<file path="src/rtl/gates_input_driver.sv">
// gates_input_driver: synchronises and debounces board inputs and drives
// gates.a in manual (switch-follow) or auto (timer/button sweep) mode.
module gates_input_driver #(
    parameter int DEBOUNCE_CYCLES = 4,
    parameter int STEP_CYCLES     = 8
) (
    input  logic       clk,
    input  logic       rst,
    input  logic [1:0] sw,
    input  logic       step_btn,
    input  logic       mode,
    output logic [1:0] a,
    output logic       a_stb,
    output logic       auto_active
);

    localparam int DW = $clog2(DEBOUNCE_CYCLES);
    localparam int TW = $clog2(STEP_CYCLES);
    localparam logic [DW-1:0] DB_LAST = DW'(DEBOUNCE_CYCLES - 1);
    localparam logic [TW-1:0] T_LAST  = TW'(STEP_CYCLES - 1);

    typedef enum logic {MANUAL, AUTO} state_t;

    // bit order: {mode, step_btn, sw[1:0]}
    logic [3:0]          sync_1;
    logic [3:0]          sync_2;
    logic [2:0]          deb;
    logic [2:0][DW-1:0]  cnt;
    logic                btn_prev;

    state_t              state;
    state_t              state_next;
    logic [TW-1:0]       timer;
    logic [TW-1:0]       timer_next;
    logic [1:0]          a_next;

    logic                mode_sync;
    logic [1:0]          sw_deb;
    logic                btn_rise;

    assign mode_sync = sync_2[3];
    assign sw_deb    = deb[1:0];
    assign btn_rise  = deb[2] & ~btn_prev;

    always_ff @(posedge clk) begin
        if (rst) begin
            sync_1   <= '0;
            sync_2   <= '0;
            deb      <= '0;
            cnt      <= '0;
            btn_prev <= 1'b0;
        end else begin
            sync_1   <= {mode, step_btn, sw};
            sync_2   <= sync_1;
            btn_prev <= deb[2];
            for (int i = 0; i < 3; i++) begin
                if (sync_2[i] != deb[i]) begin
                    if (cnt[i] == DB_LAST) begin
                        deb[i] <= sync_2[i];
                        cnt[i] <= '0;
                    end else begin
                        cnt[i] <= cnt[i] + DW'(1);
                    end
                end else begin
                    cnt[i] <= '0;
                end
            end
        end
    end

    // A button step restarts the dwell and wins over a same-cycle expiry.
    always_comb begin
        state_next = state;
        a_next     = a;
        timer_next = '0;
        unique case (state)
            MANUAL: begin
                if (mode_sync) begin
                    state_next = AUTO;
                end else begin
                    a_next = sw_deb;
                end
            end
            AUTO: begin
                if (!mode_sync) begin
                    state_next = MANUAL;
                end else if (btn_rise) begin
                    a_next = a + 2'd1;
                end else if (timer == T_LAST) begin
                    a_next = a + 2'd1;
                end else begin
                    timer_next = timer + TW'(1);
                end
            end
            default: state_next = MANUAL;
        endcase
    end

    always_ff @(posedge clk) begin
        if (rst) begin
            state       <= MANUAL;
            timer       <= '0;
            a           <= 2'b00;
            a_stb       <= 1'b0;
            auto_active <= 1'b0;
        end else begin
            state       <= state_next;
            timer       <= timer_next;
            a           <= a_next;
            a_stb       <= (a_next != a);
            auto_active <= (state_next == AUTO);
        end
    end

endmodule

</file>
<file path="config.mk">
export PLATFORM = sky130hd
export DESIGN_NAME = gates_input_driver
export DESIGN_NICKNAME = d
export VERILOG_FILES = /design/src/rtl/gates_input_driver.sv
export SDC_FILE = /design/constraint.sdc
export NUM_CORES = 1
export LEC_CHECK = 0
export CAP_MARGIN = 5
export CELL_PAD_IN_SITES_DETAIL_PLACEMENT = 0
export CELL_PAD_IN_SITES_GLOBAL_PLACEMENT = 2
export CORE_MARGIN = 5
export CORE_UTILIZATION = 40
export CTS_BUF_LIST = sky130_fd_sc_hd__clkbuf_2 sky130_fd_sc_hd__clkbuf_4 sky130_fd_sc_hd__clkbuf_8
export DETAILED_ROUTE_END_ITERATION = 6
export GPL_ROUTABILITY_DRIVEN = 0
export PLACE_DENSITY_LB_ADDON = 0.2
export SLEW_MARGIN = 0
export SYNTH_ARGS = -nofsm -noshare
export SYNTH_HDL_FRONTEND = slang
export SYNTH_SLANG_ARGS = --single-unit
</file>
<file path="constraint.sdc">
create_clock -name clk -period 3.6 [get_ports clk]
set_input_delay 0.54 -clock clk [delete_from_list [all_inputs] [get_ports clk]]
set_output_delay 0.54 -clock clk [all_outputs]
set_load 0.02 [all_outputs]
</file>
Word-level counts from Yosys, hierarchy flattened --
Index checks and enable logic that the tools add are counted.
Storage, ports and cells: bits in registers 25, input bits 6, output and inout bits 4, word-level logic and storage cells 46
Operators by class: add/subtract/negate cells 5, equality and inequality tests 8, multiplexer cells 6, bitwise operators 7, reduce and logical (&&, ||, !) cells 7
Operators by type and width (count):
- 3-bit OR reduction | 3
- 2-bit by 1-bit adder with 2-bit output, second input constant | 4
- 2-bit two-way mux | 4
- 2-bit equality test, second input constant | 3
- 1-bit inverter | 6
- 2-bit AND reduction | 3
- 5-bit OR reduction | 1
- 2-bit one-hot mux with 2 select lines | 1
- 3-bit by 1-bit adder with 3-bit output, second input constant | 1
- 3-bit equality test, second input constant | 1
- 1-bit != test | 3
- 2-bit != test | 1
- 1-bit bitwise AND | 1
- 1-bit two-way mux | 1

Depth between registers and ports, before layout --
Gate-level depths: netlist of run 1.
depth in word-level cells 6, gate-level depth with buffers 5, mapped depth without buffers 5

Least setup slack after synthesis of run 1 --
No wires, ideal clock.
kind register to register, start register timer[0], end register a[1], setup time 134 ps, arrival time 1139 ps, required time 3466 ps, setup slack 2327 ps, stages on the path, launching flop included 6, buffers on the path 0, clock period less this slack 1273 ps, cells stage by stage dfxtp_1 -> ha_1 -> ha_1 -> o211ai_2 -> xor2_1 -> a211oi_2
Between the ends: cells in the longest elaborated chain, start to end 5
RTL lines:
- start, declared | RTL line 33 | logic [TW-1:0] timer;
- start signal, assigned | RTL line 108 | timer <= timer_next;
- 3-bit equality test | RTL line 89 | end else if (timer == T_LAST) begin
- 2-bit two-way mux | RTL line 89
- 2-bit two-way mux | RTL line 87 | end else if (btn_rise) begin
- 2-bit two-way mux | RTL line 85 | if (!mode_sync) begin
- 2-bit one-hot mux with 2 select lines | RTL line 76 | unique case (state)
- end signal, assigned | RTL line 109 | a <= a_next;
- end, declared | RTL line 12 | output logic [1:0] a,
No other way between the ends. A chain may end at the register's enable or synchronous reset.

==> results.md, run 1 <==
- The final-report max-slew violation count is 0.
- The delay of the slowest cell on the worst path is 0.68 ns.
- Once detail routing completed, the nets flagged for antenna violations numbered 0.
- The min-delay analysis places its worst path in the category register to register.
- The wire-length estimate of the detail-placed layout is 923 µm.
- The floorplan die width is 58.2 µm.
- Among all cell types in the netlist, the one instantiated most often is sky130_fd_sc_hd__dfxtp_1.
- TritonCTS built the clock tree.
- The net total in the final layout is 108.
- For this design the static power due to leakage is 0.000434 µW.
- After floorplanning, the core was sized to cover 2210 µm².
- The family with the most delay on the worst path is buffers and inverters.
- At the pin with the least slew margin, the transition time is 0.659 ns.
- The internal power contribution is 337 µW.
- After floorplanning, the core was divided into 17 placement rows.
- Net switching is 20.9% of the power.
- The via count is 556.
- The antenna cell count is 0.
- The post-synthesis to final-layout area growth is 15.5%.
- The number of setup buffers added after CTS is 0.
- The via count of the first global-routing pass is 527.
- In this run, the combinational gates consume 4.9% of the power.
- Setup repair after global routing left no endpoint under its margin.
- The critical path goes through clkdlybuf4s50_1.
- Data arrives at the worst endpoint at 1.52 ns.
- The synthesized design contains 0 enable-type register cells.
- The flow ran to the end, and the final reports show no timing, DRC or antenna violations.
- Using the TritonRoute via totals, the vias-per-cell ratio works out to 4.48.
- STA puts the critical path data required time at 3.06 ns.
- The fraction of registers with async set/reset is 0%.
- The clock root buffer is sky130_fd_sc_hd__clkbuf_4.
- The first-pass GRT wire length is 2260 µm.
- After synthesis, the most frequently instantiated cells are 25 x sky130_fd_sc_hd__dfxtp_1, 11 x sky130_fd_sc_hd__nor2b_1, 10 x sky130_fd_sc_hd__nor2_1, 5 x sky130_fd_sc_hd__ha_1, 4 x sky130_fd_sc_hd__xor2_1.
- The number of different library cells used by synthesis comes to 23.
- The total DRC errors in the routed layout is 0.
- The number of iterations in the first detailed-routing pass is 2.
- The number of DRC markers in iteration 0 is 2.
- The number of failing hold endpoints at the final stage is 0.
- The count of state elements after synthesis is 25.
- The largest voltage drop on the vdd net is 231 µV.
- Of the post-synthesis cell area, the dominant cell type holds 53.8%.
- The time the final worst path needs with I/O delays and setup is 2.06 ns.
- Dividing the final minimum period by the clock period gives 57.3%.
- Entering global routing, the biggest net connects 20 pins.
- The part of the Yosys area used for sequential elements is 53.8%.
- After global routing the overflow that remains totals 0.
- The highest net fanout along the worst path is 10.
- The switching power is 88.9 µW.
- The deepest clock path buffer count is 2.
- STA classifies the critical path endpoint as an output port.
- For this configuration, the core starts out at a cell density of 42.1%.
- After filler insertion, the fill cell instance count of the layout stands at 226.
- Cells fill 48.6% of the core in the end.
- For this run, the number of Yosys warnings is 0.
- The number of buffers and inverters on the critical path is 1.
- The worst pin sits at a relative slew slack of 55.9%.
- The number of antenna violations at the first check in global routing is 0.
- In the final layout, the share of cells above drive strength 1 is 11.5%.
- The proportion of power drawn by flip-flops and latches is 67.5%.
- Across the run, the number of max-cap violations was 0.
- The cell area that synthesis handed to floorplanning was 931 µm².
- The critical path launch point type is a register.
- Clock-pin slew was measured on the worst setup and hold paths at 0.13 ns.
- The total of hold buffers inserted after clock tree synthesis is 0.
- The commonest register cell after synthesis is sky130_fd_sc_hd__dfxtp_1.
- For the final routed database, the setup TNS stands at 0 ns.
- The critical path is of the register to output port type.
- For this design the ratio of total power to cell area is 396 nW/µm².
- The number of port buffers is 9.
- The post-synthesis instance total is 85.
- In this run the number of H-tree levels came out at 1.
- On the critical path, the stage with the largest delay is an instance of sky130_fd_sc_hd__clkdlybuf4s50_1.
- Synthesis produced a netlist with a net count of 96.
- The number of I/O pins is 10.
- The clock net in this run drives a total of 25 sinks.
- The cell type contributing the most total cell area after synthesis is sky130_fd_sc_hd__dfxtp_1.
- The total routing usage reported by global routing is 8.64%.
- The count of final setup violators is 0.
- The overall die area is 3390 µm².
- The total wirelength of the detailed-routed design is 1270 µm.
- The achievable frequency is 484 MHz.
- Clock skew on the completed layout was measured at 0.00338 ns.
- For the worst-skew pair, the clock arrives at the later sink with an insertion delay of 0.30 ns.
- The number of buffers inserted during clock tree synthesis is 3.
- The average wire per standard cell is 10.2 µm.
- In the post-synthesis netlist, the biggest area contributors are sky130_fd_sc_hd__dfxtp_1 54%, sky130_fd_sc_hd__nor2b_1 7.4%, sky130_fd_sc_hd__ha_1 6.7%.
- The mean instance size in the synthesized netlist is 11.0 µm².
- The die is 58.2 µm tall.
- The clock network burns 27.5% of the power.
- Post-CTS repair changed the size of 0 cells.
[state kept, by name, summed over array words and instances (netlist names)]
name,cells
a,2
timer,3
state,1
sync_1,4
sync_2,4
btn_prev,1
cnt,6
deb,3
a_stb,1
[routing by layer]
layer	part of all wire, %	vias to the layer above	global-route usage [%]
li1	-	301	-
met2	43	7	12.4
met1	50	246	11.2
met4	1.3	0	4.97
met5	0	-	0
met3	5.5	2	2.90
[path summary, 6_finish.rpt]
kind / startpoint / endpoint / slack, ns / cells past startpoint
min: cnt[0]$_SDFF_PP0_ / cnt[0]$_SDFF_PP0_ / 0.43 / 1
max reg2reg: timer[0]$_SDFF_PP0_ / a[1]$_SDFF_PP0_ / 2.22 / 5
max: state$_SDFF_PP0_ / auto_active / 1.54 / 1
min reg2reg: cnt[0]$_SDFF_PP0_ / cnt[0]$_SDFF_PP0_ / 0.43 / 1
[cell type report]
cell class,instances,area (µm²),share of cell area (%)
sequential,25,500,46.6
multi-input combinational,55,410,38.2
timing repair buffer,9,90.1,8.38
tap,28,35.0,3.26
clock buffer,3,22.5,2.10
inverter,3,11.3,1.05
clock inverter,1,5.00,0.466
[metrics by stage]
| step | total power, µW | setup WS [ns] | cell area, µm² | hold WS [ns] | cells |
|---|---|---|---|---|---|
| after floorplan | 305 | 2.33 | 931 | 0.397 | 85 |
| after CTS | 438 | 1.51 | 1070 | 0.438 | 124 |
| final | 426 | 1.54 | 1070 | 0.431 | 124 |
| after detailed placement | 315 | 1.56 | 1050 | 0.419 | 120 |
| after global routing | 452 | 1.41 | 1070 | 0.455 | 124 |
| after global placement | 315 | 1.58 | 1050 | 0.405 | 120 |
[cells by family (layout without fill, tap and decap cells)]
group                      after synthesis  after routing  synth area share (%)
buffers and inverters                    5             16                  2.15
and+or+nand+nor                         31             31                  19.6
adders and majority gates                5              5                  6.72
AOI/OAI and AO/OA                        9              9                  7.93
muxes                                    3              3                  3.23
DFF                                     25             25                  53.8
xor gates and xnor gates                 7              7                  6.59
[cell usage in the layout, fill, tap and decap left out]
master	count
sky130_fd_sc_hd__a211oi_1	3
sky130_fd_sc_hd__a211oi_2	1
sky130_fd_sc_hd__a21oi_1	1
sky130_fd_sc_hd__and2_1	2
sky130_fd_sc_hd__clkbuf_4	3
sky130_fd_sc_hd__clkdlybuf4s50_1	9
sky130_fd_sc_hd__clkinv_2	1
sky130_fd_sc_hd__dfxtp_1	25
sky130_fd_sc_hd__ha_1	5
sky130_fd_sc_hd__inv_1	3
sky130_fd_sc_hd__mux2i_1	3
sky130_fd_sc_hd__nand2_1	1
sky130_fd_sc_hd__nor2_1	10
sky130_fd_sc_hd__nor2b_1	11
sky130_fd_sc_hd__nor2b_2	2
sky130_fd_sc_hd__nor2b_4	1
sky130_fd_sc_hd__nor3_2	1
sky130_fd_sc_hd__o211ai_1	1
sky130_fd_sc_hd__o211ai_2	1
sky130_fd_sc_hd__o21ai_0	1
sky130_fd_sc_hd__o21ai_2	1
sky130_fd_sc_hd__or3_1	3
sky130_fd_sc_hd__xnor2_1	3
sky130_fd_sc_hd__xor2_1	4
[power groups by stage]
stage               sequential [µW]  clock, µW  combinational, µW
global route                    289        140               23.4
detailed placement              294          0               21.6
global placement                294          0               21.4
CTS                             288        129               21.6
floorplan                       294          0               10.6
finish                          288        117               21.0
(Power assumes the default switching activity.)
==> run 2: changes to the inputs <==
--- a/config.mk
+++ b/config.mk
@@ -9,7 +9,7 @@
 export CELL_PAD_IN_SITES_DETAIL_PLACEMENT = 0
 export CELL_PAD_IN_SITES_GLOBAL_PLACEMENT = 2
 export CORE_MARGIN = 5
-export CORE_UTILIZATION = 40
+export CORE_UTILIZATION = 33
 export CTS_BUF_LIST = sky130_fd_sc_hd__clkbuf_2 sky130_fd_sc_hd__clkbuf_4 sky130_fd_sc_hd__clkbuf_8
 export DETAILED_ROUTE_END_ITERATION = 6
 export GPL_ROUTABILITY_DRIVEN = 0
==> constraint.sdc (replaced) <==
create_clock -name clk -period 1.73 [get_ports clk]
set_input_delay 0.2595 -clock clk [delete_from_list [all_inputs] [get_ports clk]]
set_output_delay 0.2595 -clock clk [all_outputs]
set_load 0.02 [all_outputs]
==> run 2 against run 1 <==
Via count increased by 3.8%. Flip-flop and latch count unchanged. Routed wire length rose by 8.0%. Final cell count is 4.0% higher. Highest routed layer unchanged.
==> results.md, run 2 (synthesis results as in run 1) <==
- The family with the most delay on the worst path is buffers and inverters.
- The sum of negative setup slack is 0 ns.
- The critical path launch point type is a register.
- VDD sags by at most 451 µV.
- The flip-flop count of the largest register after layout is 6.
- The slowest stage of the critical path is the sky130_fd_sc_hd__clkdlybuf4s50_1 cell.
- The post-synthesis to final-layout area growth is 17.6%.
- After detailed routing, the average wire length per cell comes to 10.6 µm.
- Hold is met by 0.432 ns.
- The clock drives 25 sinks.
- The total wirelength of the detailed-routed design is 1370 µm.
- The via count is 577.
- In the routed layout, each cell is associated on average with a via count of 4.47.
- In the final layout, the share of cells above drive strength 1 is 13.3%.
- The arrival time of data at the critical path endpoint is 1.37 ns.
- At the pin with the least slew margin, the transition time is 0.363 ns.
- The maximum level of the CTS H-tree is 1.
- Derived from the worst setup path, the maximum achievable clock frequency is 613 MHz.
- Across all setup checks in the final design, the least slack found is 0.0993 ns.
- The worst hold path belongs to the class register to register.
- The total DRC errors in the routed layout is 0.
- For this run, the detailed router's first-pass iteration total came to 3.
- Once placement completed, the tool counted placed cells totaling 125.
- The number of I/O pins is 10.
- The time the final worst path needs with I/O delays and setup is 1.63 ns.
- The register name with the most flops is cnt.
- The clock edge transition at the registers on the reported setup and hold paths is 0.13 ns.
- On the final layout, the worst clock skew is 0.0126 ns.
- The CTS tree is built.
- The remaining max-slew budget at the tightest pin is 75.7%.
- The critical path goes through clkdlybuf4s50_1.
- The worst slack at placement is 0.212 ns.
- The run finished with clean final reports.
- After global routing the overflow that remains totals 0.
- The total routing usage reported by global routing is 8.06%.
- The utilization after layout is 40.0%.
- In this run the remaining antenna-violating nets after routing total 0.
- The cell area power density is 835 nW/µm².
- The top cell types in the final layout, fill and taps aside, are 25 x sky130_fd_sc_hd__dfxtp_1, 11 x sky130_fd_sc_hd__nor2b_1, 10 x sky130_fd_sc_hd__nor2_1.
- The later pin in the worst-skew pair is clocked with a latency of 0.32 ns.
- The number of buffers and inverters on the critical path is 1.
- The net total in the final layout is 110.
- The die extent in y is 63.1 µm.
- Setup repair after global routing left no endpoint under its margin.
- The number of antenna violations at the first check in global routing is 0.
- The static leakage is 0.000445 µW.
- The critical path is of the register to output port type.
- Setup violations remaining at the end of the flow were counted as 0.
- The number of buffers inserted during clock tree synthesis is 3.
- Dividing the final minimum period by the clock period gives 94.3%.
- The effective utilization at floorplan is 34.1%.
- The total number of placement rows is 19.
- The number of DRC markers in iteration 0 is 6.
- The via count of the first global-routing pass was 594.
- The number of fill cells is 292.
- The area inside the core boundary is 2730 µm².
- The largest registers in the layout are cnt (6), sync_1 (4), sync_2 (4).
- The number of port buffers is 9.
- The most common library cell in the layout ignoring fill and taps is sky130_fd_sc_hd__dfxtp_1.
- Measured along the x axis, the die boundary spans 63.1 µm.
- The first global-routing pass estimated 2570 µm of wire.
- The clock passes through at most 2 buffers.
- The overall die area is 3980 µm².
- In this design, the stage delay of the slowest critical-path cell is 0.64 ns.
- Entering global routing, the biggest net connects 16 pins.
- The capturing element type of the critical path is an output port.
- The number of failing hold endpoints at the final stage is 0.
- The post-detailed-placement half-perimeter wirelength is 1020 µm.
- Max-cap violations in this run came to 0.
- The highest net fanout along the worst path is 4.
- The clock root buffer is sky130_fd_sc_hd__clkbuf_4.
- For the worst setup path, the data required time is 1.47 ns.
- The antenna cell count is 0.
- The final-report max-slew violation count came to 0.
- The final cell count without fillers is 129.
## run 2: cell types whose count changed in the layout (fill, tap and decap cells not counted), sizes merged
cell	change
clkinvlp	+1
buf	+2
clkinv	-1
clkdlybuf4s50	-1
dlygate4sd2	+1
## run 2: power breakdown
part | internal, µW | switching, µW | leakage (µW)
Clock | 88.2 | 180 | 0.0000139
Combinational | 27.7 | 20.8 | 0.000228
Sequential | 589 | 8.02 | 0.000204
## run 2: metrics by stage
stage | area, µm² | power (µW)
2_1_floorplan | 931 | 634
3_3_place_gp | 1070 | 659
3_5_place_dp | 1070 | 660
4_1_cts | 1090 | 930
5_1_grt | 1090 | 965
6_report | 1090 | 914
## run 2: worst paths after layout
check / startpoint / slack (ns) / end / cells after the start
worst max register to register: timer[0]$_SDFF_PP0_ / 0.39 / a[1]$_SDFF_PP0_ / 5
worst min register to register: timer[0]$_SDFF_PP0_ / 0.43 / timer[0]$_SDFF_PP0_ / 1
worst max-delay path: a[1]$_SDFF_PP0_ / 0.1 / a[1] / 1
worst min-delay path: timer[0]$_SDFF_PP0_ / 0.43 / timer[0]$_SDFF_PP0_ / 1
## run 2: worst register-to-register path: stages (launching register included)
cell and delay, ns:
sky130_fd_sc_hd__dfxtp_1 0.34, sky130_fd_sc_hd__ha_1 0.20, sky130_fd_sc_hd__ha_1 0.25, sky130_fd_sc_hd__o211ai_2 0.19, sky130_fd_sc_hd__xor2_1 0.19, sky130_fd_sc_hd__a211oi_2 0.08
## run 2: area by class of cell
cell class	count	area (µm²)	area share, %
Timing Repair Buffer	11	104	9.49
Inverter	3	11.3	1.03
Tap cell	31	38.8	3.54
Clock inverter	1	7.51	0.686
Multi-Input combinational cell	55	410	37.5
Clock buffer	3	22.5	2.06
Sequential cell	25	500	45.7
## run 2: repair_timing
item | 4_1_cts | 5_1_grt
hold buffers | 0 | 0
endpoints found under the setup margin | 1 | 0
resized for setup | 1 | 0
buffers inserted | 0 | 0
## run 2: metal layers
layer  share of wire (%)  routed length [µm]  track usage, %
met5                   0                   0               0
met4                 1.5                  21            3.98
met3                 3.9                  53            3.20
met2                  45                 616            12.6
met1                  50                 680            9.52
==> run 3: changes to the inputs <==
--- a/config.mk
+++ b/config.mk
@@ -5,7 +5,6 @@
 export SDC_FILE = /design/constraint.sdc
 export NUM_CORES = 1
 export LEC_CHECK = 0
-export CAP_MARGIN = 5
 export CELL_PAD_IN_SITES_DETAIL_PLACEMENT = 0
 export CELL_PAD_IN_SITES_GLOBAL_PLACEMENT = 2
 export CORE_MARGIN = 5
@@ -14,6 +13,7 @@
 export DETAILED_ROUTE_END_ITERATION = 6
 export GPL_ROUTABILITY_DRIVEN = 0
 export PLACE_DENSITY_LB_ADDON = 0.2
+export REMOVE_ABC_BUFFERS = 1
 export SLEW_MARGIN = 0
 export SYNTH_ARGS = -nofsm -noshare
 export SYNTH_HDL_FRONTEND = slang
==> run 3 against run 2 <==
Register-to-register slack is essentially flat. Clock-buffer cell count grew 1. Routed wire length shrank 5.8%. Via count shrank 1.4%. Core utilization grew 0.59 points. Largest cell class unchanged.
==> results.md, run 3 (synthesis results as in run 1) <==
- The floorplan step defined a core boundary enclosing 2730 µm².
- The worst register-to-register path ends at a[1]$_SDFF_PP0_.
- In this run the worst setup path begins at a[1]$_SDFF_PP0_.
- The effective utilization at floorplan is 34.1%.
- During placement, the flow inserted port buffers numbering 9.
- In this run, the number of DRC markers left after iteration 0 of detailed routing was 1.
- The largest registers in the layout are cnt (6), sync_1 (4), sync_2 (4).
- The final-report max-slew violation count is 0.
- Global routing consumed, over all layers together, 7.24% of the routing resources.
- The total DRC errors in the routed layout is 0.
- The floorplan die width is 63.1 µm.
- The via count is 569.
- The net total in the final layout is 110.
- The first detailed-routing pass ran for 2 iterations.
- Setup violations remaining at the end of the flow were counted as 0.
- For flop-to-flop paths, the worst setup slack is 0.38 ns.
- The most common library cell in the layout ignoring fill and taps is sky130_fd_sc_hd__dfxtp_1.
- The time the final worst path needs with I/O delays and setup is 1.63 ns.
- After clock tree synthesis, the repair step resized 0 gates.
- Power spread over the standard cell area amounts to 828 nW/µm².
- The critical path launch point type is a register.
- The via count of the first global-routing pass was 510.
- The flow ran to the end, and the final reports show no timing, DRC or antenna violations.
- The worst-path cell with the longest stage delay is sky130_fd_sc_hd__clkdlybuf4s50_1.
- The number of failing hold endpoints at the final stage was 0.
- The fraction of layout instances using a drive strength above 1 is 13.3%.
- In the layout the commonest cells are 25 x sky130_fd_sc_hd__dfxtp_1, 11 x sky130_fd_sc_hd__nor2b_1, 10 x sky130_fd_sc_hd__nor2_1.
- The number of clock sinks seen by CTS is 25.
- The cell count of the worst reg-to-reg path is 5.
- After clock tree synthesis, the flow added hold-fix buffers numbering 0.
- The overall die area is 3980 µm².
- In the finished design, the share of the clock period the worst path needs comes to 94.4%.
- Dividing the detail-routed via count by the number of cells gives 4.41.
- The post-CTS repair timing setup buffer count is 0.
- For this design the static power due to leakage is 0.000468 µW.
- The type of the worst min-delay path is register to register.
- The delay of the slowest cell on the worst path is 0.63 ns.
- The clock latency reported for the late side of the worst-skew pair is 0.31 ns.
- The kind of cell with the highest combined delay along the critical path is buffers and inverters.
- After detailed placement, the total cell area comes to 1080 µm².
- The slew at the pin with the worst max-slew slack is 0.245 ns.
- The deepest clock path buffer count is 2.
- The register with the most flip-flops in the final layout is cnt.
- Together, buffers and inverters on the worst path number 1.
- The register with the most flip-flops in the layout has 6 of them.
- STA classifies the critical path endpoint as an output port.
- The total number of placement rows is 19.
- The signal on the critical path passes through clkdlybuf4s50_1.
- In this run the clock root is driven by a sky130_fd_sc_hd__clkbuf_4.
- 10 I/O pins were placed.
- Wires add up to 1290 µm.
- The design draws 919 µW.
- The first-pass GRT wire length is 2250 µm.
- For the final routed database, the setup TNS stands at 0 ns.
- Setup repair after global routing left no endpoint under its margin.
- After clock tree synthesis, the clock-pin slew on the worst setup and hold paths is 0.13 ns.
- Entering global routing, the biggest net connects 20 pins.
- The repair_antennas step left the layout with diodes totalling 0.
- The final worst clock skew is 0.00386 ns.
- The reg-to-reg critical path startpoint is timer[0]$_SDFF_PP0_.
- The arrival time of data at the critical path endpoint is 1.37 ns.
- Clock tree synthesis inserted a total of 3 buffers.
- The CTS tree is built.
- In the final routed layout, each cell accounts on average for 10.0 µm.
- In this run the number of cells on the critical path is 1.
- Summed over all layers, the global routing overflow is 0.
- The final instance area is 1110 µm².
- CTS built an H-tree with a depth of 1.
- For this run, the top clock speed supported by timing is 612 MHz.
- The number of antenna violations at the first check in global routing is 0.
- The highest net fanout along the worst path is 4.
- The post-synthesis to final-layout area growth is 19.4%.
- The remaining max-slew budget at the tightest pin is 83.6%.
- After legalization and detailed placement, the total HPWL measured 910 µm.
- The remaining antenna violation count is 0.
- The die extent in y is 63.1 µm.
- For the worst setup path, the data required time is 1.47 ns.
- The max capacitance violation total is 0.
- The hold slack is 0.426 ns.
- The setup path with the least slack is of type register to output port.
- The most critical setup path has its endpoint at a[1].
- Across the VDD grid, the largest voltage drop is 406 µV.
run 3: cell count changes in the layout (fill, tap and decap cells not counted):
cell / change
sky130_fd_sc_hd__dlymetal6s2s_1: +1
sky130_fd_sc_hd__clkbuf_4: +1
sky130_fd_sc_hd__buf_12: +1
sky130_fd_sc_hd__dlygate4sd2_1: -1
sky130_fd_sc_hd__clkinvlp_4: -1
sky130_fd_sc_hd__buf_4: -1
run 3: final cells by class:
type / instances / area, µm²
Fill cell: 268 / 1620
Sequential cell: 25 / 500
Tap cell: 31 / 38.8
Multi-Input combinational cell: 55 / 410
Timing Repair Buffer: 11 / 120
Inverter: 3 / 11.3
Clock buffer: 4 / 30.0
run 3: power by group:
part           internal [µW]  leakage [µW]  switching [µW]
clock                    106     0.0000184             165
combinational           31.0      0.000246            20.6
sequential               589      0.000204            8.06
total                    726      0.000468             194
run 3: how the worst min path moves through the flow:
stage	startpoint	end	slack (ns)	depth (start not counted)
floorplan	rst	a[1]$_SDFF_PP0_	0.32	1
global placement	cnt[2]$_SDFF_PP0_	cnt[2]$_SDFF_PP0_	0.41	1
detailed placement	cnt[0]$_SDFF_PP0_	cnt[0]$_SDFF_PP0_	0.41	1
CTS	cnt[0]$_SDFF_PP0_	cnt[0]$_SDFF_PP0_	0.43	1
global route	timer[0]$_SDFF_PP0_	timer[0]$_SDFF_PP0_	0.45	1
finish	cnt[0]$_SDFF_PP0_	cnt[0]$_SDFF_PP0_	0.43	1
run 3: stage by stage:
| stage | setup slack (ns) | std cells | util (%) |
|---|---|---|---|
| global route | 0.0141 | 129 | 40.6 |
| CTS | 0.0156 | 129 | 40.5 |
| finish | 0.0960 | 129 | 40.6 |
| floorplan | 0.463 | 83 | - |
| global placement | 0.334 | 125 | 39.5 |
| detailed placement | 0.290 | 125 | 39.5 |
run 3: routing by layer:
layer / track usage [%] / wire (µm) / vias up
li1: - / - / 305
met1: 8.83 / 676 / 251
met2: 10.1 / 539 / 9
met3: 2.13 / 46 / 4
met4: 6.37 / 30 / 0
met5: 0 / 0 / -
